`src/rtl/regs_hp_pkg.sv`:
```
// Shared types and constants for the register-file host access port.
// Opcode layout: bit 7 selects write, bits 1:0 carry the register address.
package regs_hp_pkg;

  typedef enum logic [2:0] {
    IDLE,
    WDATA,
    WR,
    RD,
    RSEND,
    ACKS
  } hp_state_t;

  localparam int OP_WR_BIT   = 7;
  localparam int OP_ADDR_LSB = 0;
  localparam int OP_ADDR_W   = 2;

  localparam logic [7:0] ACK_DEFAULT = 8'hA5;

endpackage

```
`src/rtl/hp_shift_word.sv`:
```
// Byte-wide shift register: parallel load or shift right with a byte
// entering at the MS end. Outputs show the word as it will be after this edge.
module hp_shift_word #(
  parameter int N = 8
) (
  input  logic         clk,
  input  logic         nReset,
  input  logic         load_i,
  input  logic [N-1:0] load_data_i,
  input  logic         shift_i,
  input  logic [7:0]   byte_i,
  output logic [N-1:0] nxt_word_o,
  output logic [7:0]   nxt_byte_o
);

  logic [N-1:0] word_q, word_d;

  // load wins over shift; a shift drops the LS byte and inserts at the top
  always_comb begin
    word_d = word_q;
    if (load_i) begin
      word_d = load_data_i;
    end else if (shift_i) begin
      word_d = word_q >> 8;
      word_d[N-1 -: 8] = byte_i;
    end
  end

  // word storage
  always_ff @(posedge clk or negedge nReset) begin
    if (!nReset) word_q <= '0;
    else         word_q <= word_d;
  end

  assign nxt_word_o = word_d;
  assign nxt_byte_o = word_d[7:0];

endmodule

```
`src/rtl/regs_host_port.sv`:
```
// Byte-serial host command port onto the 4 x n register file.
// Define REGS_HP_ZERO_EN to make register 0 read-only zero.
module regs_host_port
  import regs_hp_pkg::*;
#(
  parameter int         n   = 8,
  parameter logic [7:0] ACK = ACK_DEFAULT
) (
  input  logic         clk,
  input  logic         nReset,
  input  logic [7:0]   cmd_data,
  input  logic         cmd_valid,
  output logic         cmd_ready,
  output logic [7:0]   rsp_data,
  output logic         rsp_valid,
  input  logic         rsp_ready,
  output logic         hp_busy,
  output logic         w,
  output logic [1:0]   Waddr,
  output logic [n-1:0] Wdata,
  output logic [1:0]   Raddr,
  input  logic [n-1:0] Rdata
);

  localparam int         NB   = n / 8;
  localparam logic [1:0] LAST = 2'(NB - 1);

  hp_state_t    state_q;
  logic [1:0]   cnt_q;
  logic         cmd_fire, rsp_fire;
  logic [1:0]   op_addr;
  logic         wr_en;
  logic [n-1:0] rd_val;
  logic         sh_load, sh_shift;
  logic [7:0]   sh_byte;
  logic [n-1:0] sh_word;
  logic [7:0]   sh_out;
  logic         unused_op;

  assign cmd_fire  = cmd_valid & cmd_ready;
  assign rsp_fire  = rsp_valid & rsp_ready;
  assign op_addr   = cmd_data[OP_ADDR_LSB +: OP_ADDR_W];
  assign unused_op = ^cmd_data[6:2];

`ifdef REGS_HP_ZERO_EN
  assign wr_en  = (Waddr != 2'd0);
  assign rd_val = (Raddr == 2'd0) ? '0 : Rdata;
`else
  assign wr_en  = 1'b1;
  assign rd_val = Rdata;
`endif

  // shift register: filled from commands in WDATA, drained to host in RSEND
  always_comb begin
    sh_load  = (state_q == RD);
    sh_shift = (state_q == WDATA && cmd_fire) ||
               (state_q == RSEND && rsp_fire);
    sh_byte  = (state_q == WDATA) ? cmd_data : 8'h00;
  end

  hp_shift_word #(.N(n)) u_shift (
    .clk         (clk),
    .nReset      (nReset),
    .load_i      (sh_load),
    .load_data_i (rd_val),
    .shift_i     (sh_shift),
    .byte_i      (sh_byte),
    .nxt_word_o  (sh_word),
    .nxt_byte_o  (sh_out)
  );

  // transaction FSM with all handshake and register-file outputs registered
  always_ff @(posedge clk or negedge nReset) begin
    if (!nReset) begin
      state_q   <= IDLE;
      cnt_q     <= '0;
      cmd_ready <= 1'b1;
      rsp_valid <= 1'b0;
      rsp_data  <= '0;
      hp_busy   <= 1'b0;
      w         <= 1'b0;
      Waddr     <= '0;
      Raddr     <= '0;
      Wdata     <= '0;
    end else begin
      w <= 1'b0;
      unique case (state_q)
        IDLE: begin
          if (cmd_fire) begin
            cnt_q   <= '0;
            hp_busy <= 1'b1;
            if (cmd_data[OP_WR_BIT]) begin
              Waddr   <= op_addr;
              state_q <= WDATA;
            end else begin
              Raddr     <= op_addr;
              cmd_ready <= 1'b0;
              state_q   <= RD;
            end
          end
        end
        WDATA: begin
          if (cmd_fire) begin
            if (cnt_q == LAST) begin
              cnt_q     <= '0;
              Wdata     <= sh_word;
              w         <= wr_en;
              cmd_ready <= 1'b0;
              state_q   <= WR;
            end else begin
              cnt_q <= cnt_q + 2'd1;
            end
          end
        end
        WR: begin
          rsp_data  <= ACK;
          rsp_valid <= 1'b1;
          state_q   <= ACKS;
        end
        RD: begin
          rsp_data  <= sh_out;
          rsp_valid <= 1'b1;
          cnt_q     <= '0;
          state_q   <= RSEND;
        end
        RSEND: begin
          if (rsp_fire) begin
            if (cnt_q == LAST) begin
              cnt_q     <= '0;
              rsp_valid <= 1'b0;
              cmd_ready <= 1'b1;
              hp_busy   <= 1'b0;
              state_q   <= IDLE;
            end else begin
              cnt_q    <= cnt_q + 2'd1;
              rsp_data <= sh_out;
            end
          end
        end
        ACKS: begin
          if (rsp_fire) begin
            cnt_q     <= '0;
            rsp_valid <= 1'b0;
            cmd_ready <= 1'b1;
            hp_busy   <= 1'b0;
            state_q   <= IDLE;
          end
        end
        default: state_q <= IDLE;
      endcase
    end
  end

endmodule

```
`config.mk`:
```
export PLATFORM = sky130hd
export DESIGN_NAME = regs_host_port
export DESIGN_NICKNAME = d
export VERILOG_FILES = /design/src/rtl/regs_hp_pkg.sv /design/src/rtl/hp_shift_word.sv /design/src/rtl/regs_host_port.sv
export SDC_FILE = /design/constraint.sdc
export NUM_CORES = 1
export LEC_CHECK = 0
export CORE_MARGIN = 2
export CORE_UTILIZATION = 45
export CTS_CLUSTER_SIZE = 10
export DETAILED_ROUTE_END_ITERATION = 12
export MAX_ROUTING_LAYER = met4
export PLACE_DENSITY = 0.76
export SETUP_SLACK_MARGIN = 0.02
export SYNTH_ARGS = -nofsm -noshare
export SYNTH_HDL_FRONTEND = slang
export SYNTH_SLANG_ARGS = --single-unit
```
`constraint.sdc`:
```
create_clock -name clk -period 4.2 [get_ports clk]
set_input_delay 0.42 -clock clk [delete_from_list [all_inputs] [get_ports clk]]
set_output_delay 0.42 -clock clk [all_outputs]
set_load 0.01 [all_outputs]
```
# Word-level counts from Yosys, hierarchy flattened
# Cells that the tools add are included.
[classes]
n_bitwise = 3
n_eq_ne = 13
n_addsub = 1
magnitude_cmp = 0
n_div = 0
reduce_logical = 20
n_mux = 36
n_shift = 0
mul = 0
[op_table]
columns = ["cell", "n"]
rows = [
  ["two-way mux 8 bit", 5],
  ["one-hot mux 8 bit (3 select lines)", 1],
  ["two-way mux 3 bit", 6],
  ["one-hot mux 3 bit (6 select lines)", 1],
  ["two-way mux 1 bit", 13],
  ["two-way mux 2 bit", 6],
  ["!= test 2 bit, second input constant", 6],
  ["AND reduction 3 bit", 4],
  ["one-hot mux 2 bit (5 select lines)", 1],
  ["AND reduction 5 bit", 2],
  ["nonzero test 3 bit", 3],
  ["AND reduction 8 bit", 1],
  ["equality test 3 x 2 -> 1 bit, second input constant", 2],
  ["equality test 3 bit, second input constant", 2],
  ["one-hot mux 1 bit (3 select lines)", 2],
  ["AND reduction 6 bit", 1],
  ["nonzero test 5 bit", 1],
  ["!= test 2 x 1 -> 1 bit, second input constant", 2],
  ["one-hot mux 1 bit (4 select lines)", 1],
  ["AND reduction 4 bit", 1],
  ["nonzero test 4 bit", 1],
  ["equality test 3 x 1 -> 1 bit, second input constant", 1],
  ["zero test 3 bit", 1],
  ["adder 2 x 1 -> 2 bit, second input constant", 1],
  ["6 further kinds", 8],
]
[word_totals]
ramBits = 0
romBits = 0
ff_bits = 37
latchBits = 0
mem_count = 0
elab_cells = 84

# Logic depth before layout (Yosys ltp)
# Gate-level depths: netlist (run 1).
[logic_depth]
ltp_word = 8
depth_mapped = 7

# By module
# A second synthesis (run 1) with hierarchy kept.
[unflattened]
cells_unflattened = 175
hier_area_um2 = 1845.5
[modules_own_cells]
columns = ["module", "instances", "area_each_um2", "cells_per_inst", "seq_area_each_um2"]
rows = [
  ["regs_host_port", 1, 1412.6, 133, 726.9],
  ["hp_shift_word", 1, 432.9, 42, 200.2],
]

# Worst setup path before layout (run 1)
# Ideal clock, no wire load.
[synth_path]
path_type = "reg-to-reg"
startpoint = "register cnt_q[0]"
endpoint = "register Wdata[7]"
path_stages_with_launch = 7
required_ps = 4075
path_slack_ps = 2617
setup_time_ps = 125
arrival_time_ps = 1459
path_buffers = 1
path_cell_list = "dfrtp_1 -> inv_1 -> ha_1 -> inv_1 -> nor3_4 -> buf_4 -> mux2_2"
[synth_via]
elab_chain_len = 2
[synth_lines]
columns = ["item", "line", "rtl"]
rows = [
  ["from (decl)", "regs_host_port.sv:29", "logic [1:0] cnt_q;"],
  ["from (signal assigned)", "regs_host_port.sv:111", "cnt_q <= cnt_q + 2'd1;"],
  ["from (signal assigned)", "regs_host_port.sv:135", "cnt_q <= cnt_q + 2'd1;"],
  ["zero test 2 bit", "regs_host_port.sv:104", "if (cnt_q == LAST) begin"],
  ["AND reduction 3 bit (no line)", "-", ""],
  ["to (signal assigned)", "regs_host_port.sv:106", "Wdata <= sh_word;"],
  ["to (decl)", "regs_host_port.sv:20", "output logic [n-1:0] Wdata,"],
]
# No other way between the ends.
# A chain may end at the register's enable or synchronous reset.

# Final worst setup path (run 1)
[layout_path]
startpoint = "register cmd_ready"
endpoint = "output cmd_ready"
[layout_rtl]
columns = ["item", "line", "rtl"]
rows = [
  ["from (decl)", "regs_host_port.sv:13", "output logic cmd_ready,"],
  ["from (signal assigned)", "regs_host_port.sv:77", "cmd_ready <= 1'b1;"],
  ["from (signal assigned)", "regs_host_port.sv:97", "cmd_ready <= 1'b0;"],
  ["from (signal assigned)", "regs_host_port.sv:108", "cmd_ready <= 1'b0;"],
]
# No word-level cell between the ends.

==> impl_metrics.env, run 1 <==
export IMPL_synth_cell_type_count=34
export IMPL_power_leakage_nw=0.911
export IMPL_crit_family="flip-flops"
export IMPL_ys_ff_latch=33
export IMPL_post_route_util_pct=62.5
export IMPL_finalCriticalPeriod_ns=1.91
export IMPL_finalSetupTns_ns=0
export IMPL_setup_viol=0
export IMPL_layout_cells_non_filler=232
export IMPL_syn_area_per_cell_sq_um=10.9
export IMPL_cp_slowest_cell="dfstp_2"
export IMPL_area_delta_synth_final_pct=34.9
export IMPL_ctsHoldBuffers=0
export IMPL_path_clk_slew_ns=0.10
export IMPL_critPathRequiredTime_ns=3.78
export IMPL_clock_skew_final_ns=0.00640
export IMPL_syn_cell_area_sq_um=1540
export IMPL_nets=207
export IMPL_drv_slew=0
export IMPL_cts_sinks=33
export IMPL_avgRoutedWirePerCell_um=15.0
export IMPL_synth_top_cell_by_area="dfrtp_1"
export IMPL_hold_viol=0
export IMPL_holdCritPathClass="in2async"
export IMPL_ios=44
export IMPL_grt_busiest_layer="met2"
export IMPL_dp_final_hpwl_um=2600
export IMPL_maxCapViolations=0
export IMPL_htreeDepth=2
export IMPL_die_h_um=62.4
export IMPL_yosysWarnings=0
export IMPL_crit_type="reg2out"
export IMPL_firstDrtPassIters=4
export IMPL_grt_pass1_vias=1288
export IMPL_detail_route_antenna_nets=0
export IMPL_path_cells="clkdlybuf4s50_1"
export IMPL_fin_hold_ws_ns=0.475
export IMPL_ys_top_cells_by_count="dfrtp_1 (32), inv_1 (15), nand2_1 (11), o21ai_0 (11)"
export IMPL_viasPerCell=5.28
export IMPL_cts_buffers=5
export IMPL_endpoint_kind="output pin"
export IMPL_cts_resized=0
export IMPL_portBuffers=43
export IMPL_synth_top_flop_cell="dfrtp_1"
export IMPL_wl_um=3490
export IMPL_antenna_found_initial=0
export IMPL_grt_use_met1_pct=26.9
export IMPL_ys_async_sr_fraction_pct=100
export IMPL_synth_area_leaders="dfrtp_1 (52%), mux2_2 (5.9%), inv_1 (3.7%), o21ai_0 (3.6%), nand2_1 (2.7%)"
export IMPL_tightest_slew_ns=0.492
export IMPL_synth_most_common_cell="dfrtp_1"
export IMPL_relSlewSlack_pct=67.1
export IMPL_row_count=21
export IMPL_finalPower_mw=0.595
export IMPL_antenna_cells=0
export IMPL_gp_congestion=0.841
export IMPL_max_stage_delay_ns=0.60
export IMPL_cts_setup_buffers=0
export IMPL_via_count=1224
export IMPL_cts_root_buffer="clkbuf_4"
export IMPL_drtIter0Drc=50
export IMPL_synth_seq_area_share_pct=53.9
export IMPL_rsz0062_at_grt="false"
export IMPL_drc=0
export IMPL_start_util_pct=46.4
export IMPL_core_sq_um=3310
export IMPL_synth_edff_count=0
export IMPL_dpl_cell_count=224
export IMPL_grt_max_degree=34
export IMPL_cts_max_path_buffers=2
export IMPL_cts_tree="yes"
export IMPL_gr_total_overflow=0
export IMPL_insertion_delay_ns=0.34
export IMPL_grt_met3_usage_pct=6.49
export IMPL_final_period_utilization_pct=45.5
export IMPL_synth_top_area_share_pct=52.2
export IMPL_max_freq_ghz=0.524
export IMPL_grt_usage_pct=21.1
export IMPL_worstPathBufferInverterCount=1
export IMPL_arrival_ns=1.49
export IMPL_dieArea_sq_um=3900
export IMPL_crit_fanout=5
export IMPL_syn_inst=141
export IMPL_drive_above_1_share_pct=14.5
export IMPL_grt_pass1_wl_um=6180
export IMPL_peakVddDrop_v=0.000190
export IMPL_synth_nets=163
export IMPL_die_w_um=62.4
export IMPL_met2_usage_pct=32.5
export IMPL_pwr_density_cell_nw_per_um2=287
export IMPL_critPathLaunchType="flip-flop"
export IMPL_outcome="finished clean"
[final timing paths]
| kind | start | to | slack [ns] | depth (start not counted) |
|---|---|---|---|---|
| worst max-delay path | cmd_ready$_DFFE_PN1P_ | cmd_ready | 2.29 | 1 |
| worst min-delay path | nReset | Raddr[1]$_DFFE_PN0P_ | 0.48 | 2 |
| worst max register to register | cnt_q[0]$_DFFE_PN0P_ | Wdata[0]$_DFFE_PN0P_ | 2.37 | 5 |
| worst min register to register | hp_busy$_DFFE_PN0P_ | hp_busy$_DFFE_PN0P_ | 0.52 | 2 |
| max in group asynchronous | nReset | cmd_ready$_DFFE_PN1P_ | 3.40 | 2 |
| min in group clk | hp_busy$_DFFE_PN0P_ | hp_busy$_DFFE_PN0P_ | 0.52 | 2 |
[state kept, by name, indices dropped and copies added, names as in the netlist]
register / flops
Raddr: 2
Waddr: 2
Wdata: 8
cmd_ready: 1
cnt_q: 2
hp_busy: 1
rsp_data: 8
rsp_valid: 1
state_q: 3
u_shift.word_q: 4
w: 1
[where the power goes]
group | switching [mW] | internal (mW) | total (mW)
Clock | 0.107 | 0.142 | 0.249
Combinational | 0.0112 | 0.0172 | 0.0284
Sequential | 0 | 0.318 | 0.318
[through the flow]
stage	cell area (sq um)	worst slack [ns]
floorplan	1540	2.62
global placement	1990	2.14
detailed placement	1990	2.10
CTS	2070	2.28
global route	2070	2.26
finish	2070	2.29
[layout by cell type, fill, tap and decap left out, drive strengths merged]
| cell | count |
|---|---|
| clkdlybuf4s50 | 43 |
| dfrtp | 32 |
| inv | 15 |
| o21ai | 15 |
| nand2 | 11 |
| mux2 | 8 |
| a21oi | 8 |
| nand3 | 7 |
| clkbuf | 7 |
| nor2 | 6 |
| a32oi | 4 |
| o22a | 4 |
| nand3b | 3 |
| nor2b | 3 |
| nor3 | 3 |
| a22o | 3 |
| and3b | 2 |
| ha | 2 |
| and3 | 1 |
| nand2b | 1 |
| a31oi | 1 |
| o2111ai | 1 |
| a221o | 1 |
| o22ai | 1 |
| or2 | 1 |
| bufinv | 1 |
| dfstp | 1 |
| buf | 1 |
[cell families after synthesis]
logic type | synth area share (%)
compound gates | 17.4
simple gates | 14.7
buf+inv | 6.60
fa+ha+maj | 1.63
flops | 53.9
mux | 5.87
[cell type report]
| type | count | area (sq um) |
|---|---|---|
| Fill cell | 303 | 1240 |
| Inverter | 15 | 56.3 |
| Clock inverter | 1 | 30.0 |
| Clock buffer | 7 | 55.1 |
| Tap cell | 46 | 57.6 |
| Multi-Input combinational cell | 86 | 607 |
| Sequential cell | 33 | 827 |
| Timing Repair Buffer | 44 | 438 |
[layer usage]
layer / part of all wire, % / up-vias
met1: 44 / 594
met2: 49 / 47
li1: - / 579
met4: 1.1 / 0
met3: 6.4 / 4
met5: 0 / -
(Power assumes the default switching activity.)
==> inputs of run 2 (changes only) <==
--- a/config.mk
+++ b/config.mk
@@ -6,11 +6,11 @@
 export NUM_CORES = 1
 export LEC_CHECK = 0
 export CORE_MARGIN = 2
-export CORE_UTILIZATION = 45
+export CORE_UTILIZATION = 42
 export CTS_CLUSTER_SIZE = 10
 export DETAILED_ROUTE_END_ITERATION = 12
 export MAX_ROUTING_LAYER = met4
-export PLACE_DENSITY = 0.76
+export PLACE_DENSITY = 0.75
 export SETUP_SLACK_MARGIN = 0.02
 export SYNTH_ARGS = -nofsm -noshare
 export SYNTH_HDL_FRONTEND = slang
==> constraint.sdc (replaced) <==
create_clock -name clk -period 1.7 [get_ports clk]
set_input_delay 0.17 -clock clk [delete_from_list [all_inputs] [get_ports clk]]
set_output_delay 0.17 -clock clk [all_outputs]
set_load 0.01 [all_outputs]
==> impl_metrics.env, run 2 (synthesis gave the netlist of run 1 again) <==
export IMPL_reg_top3="Wdata x8, rsp_data x8, u_shift.word_q x4"
export IMPL_path_cells="and3b_2 -> a32oi_1 -> o21ai_2 -> mux2_2"
export IMPL_antenna_cells=0
export IMPL_finalPower_mw=1.29
export IMPL_detail_route_antenna_nets=0
export IMPL_finalCriticalPeriod_ns=1.58
export IMPL_max_freq_ghz=0.633
export IMPL_grt_pass1_wl_um=5990
export IMPL_gr_total_overflow=0
export IMPL_wl_um=3490
export IMPL_r2r_cells=4
export IMPL_layout_common_cells="clkdlybuf4s50_1 (42), dfrtp_1 (32), inv_1 (15)"
export IMPL_comb_power_share_pct=5.5
export IMPL_crit_fanout=10
export IMPL_htreeDepth=2
export IMPL_grt_pass1_vias=1269
export IMPL_ios=44
export IMPL_peakVddDrop_v=0.000498
export IMPL_endpoint_kind="flip-flop"
export IMPL_drtIter0Drc=32
export IMPL_clock_skew_final_ns=0.00932
export IMPL_area_delta_synth_final_pct=37.3
export IMPL_cts_tree="yes"
export IMPL_pwr_density_cell_nw_per_um2=614
export IMPL_nets=215
export IMPL_viasPerCell=5.17
export IMPL_holdCritPathClass="in2async"
export IMPL_crit_type="reg2reg"
export IMPL_die_h_um=64.5
export IMPL_r2r_setup_slack_ns=0.12
export IMPL_hold_viol=0
export IMPL_max_stage_delay_ns=0.49
export IMPL_cts_root_buffer="clkbuf_4"
export IMPL_r2r_end="Wdata[0]$_DFFE_PN0P_"
export IMPL_clockPowerShare_pct=33.9
export IMPL_p_int_mw=1.02
export IMPL_dpl_worst_slack_ns=-0.0698
export IMPL_path_clk_slew_ns=0.10
export IMPL_start_util_pct=44.9
export IMPL_final_period_utilization_pct=92.9
export IMPL_relSlewSlack_pct=73.0
export IMPL_row_count=21
export IMPL_rr_startpoint="state_q[1]$_DFFE_PN0P_"
export IMPL_cts_max_path_buffers=2
export IMPL_core_sq_um=3420
export IMPL_insertion_delay_ns=0.33
export IMPL_power_leakage_nw=0.934
export IMPL_cts_sinks=33
export IMPL_finalSetupTns_ns=0
export IMPL_grt_usage_pct=19.9
export IMPL_tightest_slew_ns=0.406
export IMPL_via_count=1235
export IMPL_critPathLaunchType="flip-flop"
export IMPL_p_sw_share_pct=21.1
export IMPL_setup_viol=0
export IMPL_power_frac_seq_pct=60.6
export IMPL_layout_commonest_cell="clkdlybuf4s50_1"
export IMPL_avgRoutedWirePerCell_um=14.6
export IMPL_ctsHoldBuffers=0
export IMPL_arrival_ns=1.80
export IMPL_grt_max_degree=34
export IMPL_portBuffers=43
export IMPL_antenna_found_initial=0
export IMPL_die_w_um=64.5
export IMPL_critPathRequiredTime_ns=1.92
export IMPL_p_sw_mw=0.273
export IMPL_fillers=297
export IMPL_dp_final_hpwl_um=2550
export IMPL_design_area_sq_um=2110
export IMPL_cts_buffers=5
export IMPL_drc=0
export IMPL_layout_setup_ws_ns=0.121
export IMPL_maxCapViolations=0
export IMPL_dieArea_sq_um=4160
export IMPL_cp_slowest_cell="dfrtp_1"
export IMPL_firstDrtPassIters=4
export IMPL_rsz0062_at_grt="false"
export IMPL_drv_slew=0
export IMPL_outcome="finished clean"
export IMPL_placed_area_sq_um=2040
export IMPL_drive_above_1_share_pct=19.2
export IMPL_gp_congestion=0.803
==> run 2: cell types whose count changed in the layout (fill, tap and decap cells not counted) <==
cell and change:
and3b_1 -2, ha_2 +1, buf_4 +8, ha_1 -1, bufinv_16 -1, dlymetal6s2s_1 +1
clkdlybuf4s50_1 -1, and3b_2 +2
==> run 2: area by class of cell <==
class / instances / area [sq um] / share of cell area (%)
well taps: 46 / 57.6 / 2.73
repair buffers: 52 / 500 / 23.7
flip-flops and latches: 33 / 827 / 39.2
multi-input cells: 86 / 612 / 29.0
clock buffers: 7 / 55.1 / 2.61
inverters: 15 / 56.3 / 2.67
==> run 2: how the worst max path moves through the flow <==
stage | start | endpoint
after floorplan | cnt_q[0]$_DFFE_PN0P_ | Wdata[7]$_DFFE_PN0P_
after detailed placement | cmd_valid | Wdata[0]$_DFFE_PN0P_
final | state_q[1]$_DFFE_PN0P_ | Wdata[0]$_DFFE_PN0P_
after global placement | cmd_valid | Wdata[0]$_DFFE_PN0P_
after global routing | state_q[1]$_DFFE_PN0P_ | Wdata[0]$_DFFE_PN0P_
after CTS | cmd_ready$_DFFE_PN1P_ | cmd_ready
==> run 2: repair_timing <==
action	in CTS	in global routing
endpoints found under the hold margin	0	0
setup endpoints to repair	4	9
setup buffers	1	0
pin swaps	1	0
gates resized for setup	0	4
gates cloned	0	0
==> run 2: through the flow <==
stage	hold slack (ns)	instances	utilization, %
2_1_floorplan	-0.126	141	-
3_3_place_gp	0.485	231	59.7
3_5_place_dp	0.483	231	59.7
4_1_cts	0.229	239	61.5
5_1_grt	0.263	239	61.7
6_report	0.225	239	61.7
==> run 2: critical path, delay by kind of cell, from the launching register on <==
kind	cells	cell delay [ns]
AND/OR/NAND/NOR	1	0.34
flip-flops	1	0.49
multiplexers	1	0.28
AO/OA/AOI/OAI	2	0.35
==> run 2: routing by layer <==
metal | track usage, % | wire, um | share of wire [%]
met5 | - | 0 | 0
met1 | 25.3 | 1580 | 45
met3 | 4.17 | 153 | 4.4
met4 | 9.57 | 76 | 2.2
met2 | 30.7 | 1680 | 48
==> run 2: power groups by stage <==
| stage | Clock, mW | Sequential [mW] | Combinational, mW |
|---|---|---|---|
| after floorplan | 0 | 0.800 | 0.00403 |
| after global placement | 0 | 0.800 | 0.0705 |
| final | 0.439 | 0.784 | 0.0708 |
| after global routing | 0.486 | 0.785 | 0.0770 |
| after detailed placement | 0 | 0.800 | 0.0720 |
| after CTS | 0.458 | 0.784 | 0.0723 |
==> inputs of run 3 (changes only) <==
--- a/config.mk
+++ b/config.mk
@@ -5,6 +5,7 @@
 export SDC_FILE = /design/constraint.sdc
 export NUM_CORES = 1
 export LEC_CHECK = 0
+export ABC_CLOCK_PERIOD_IN_PS = 1700
 export CORE_MARGIN = 2
 export CORE_UTILIZATION = 42
 export CTS_CLUSTER_SIZE = 10
==> results of run 3 <==
No change in the layout: final DEF, timing and power equal those of run 2.
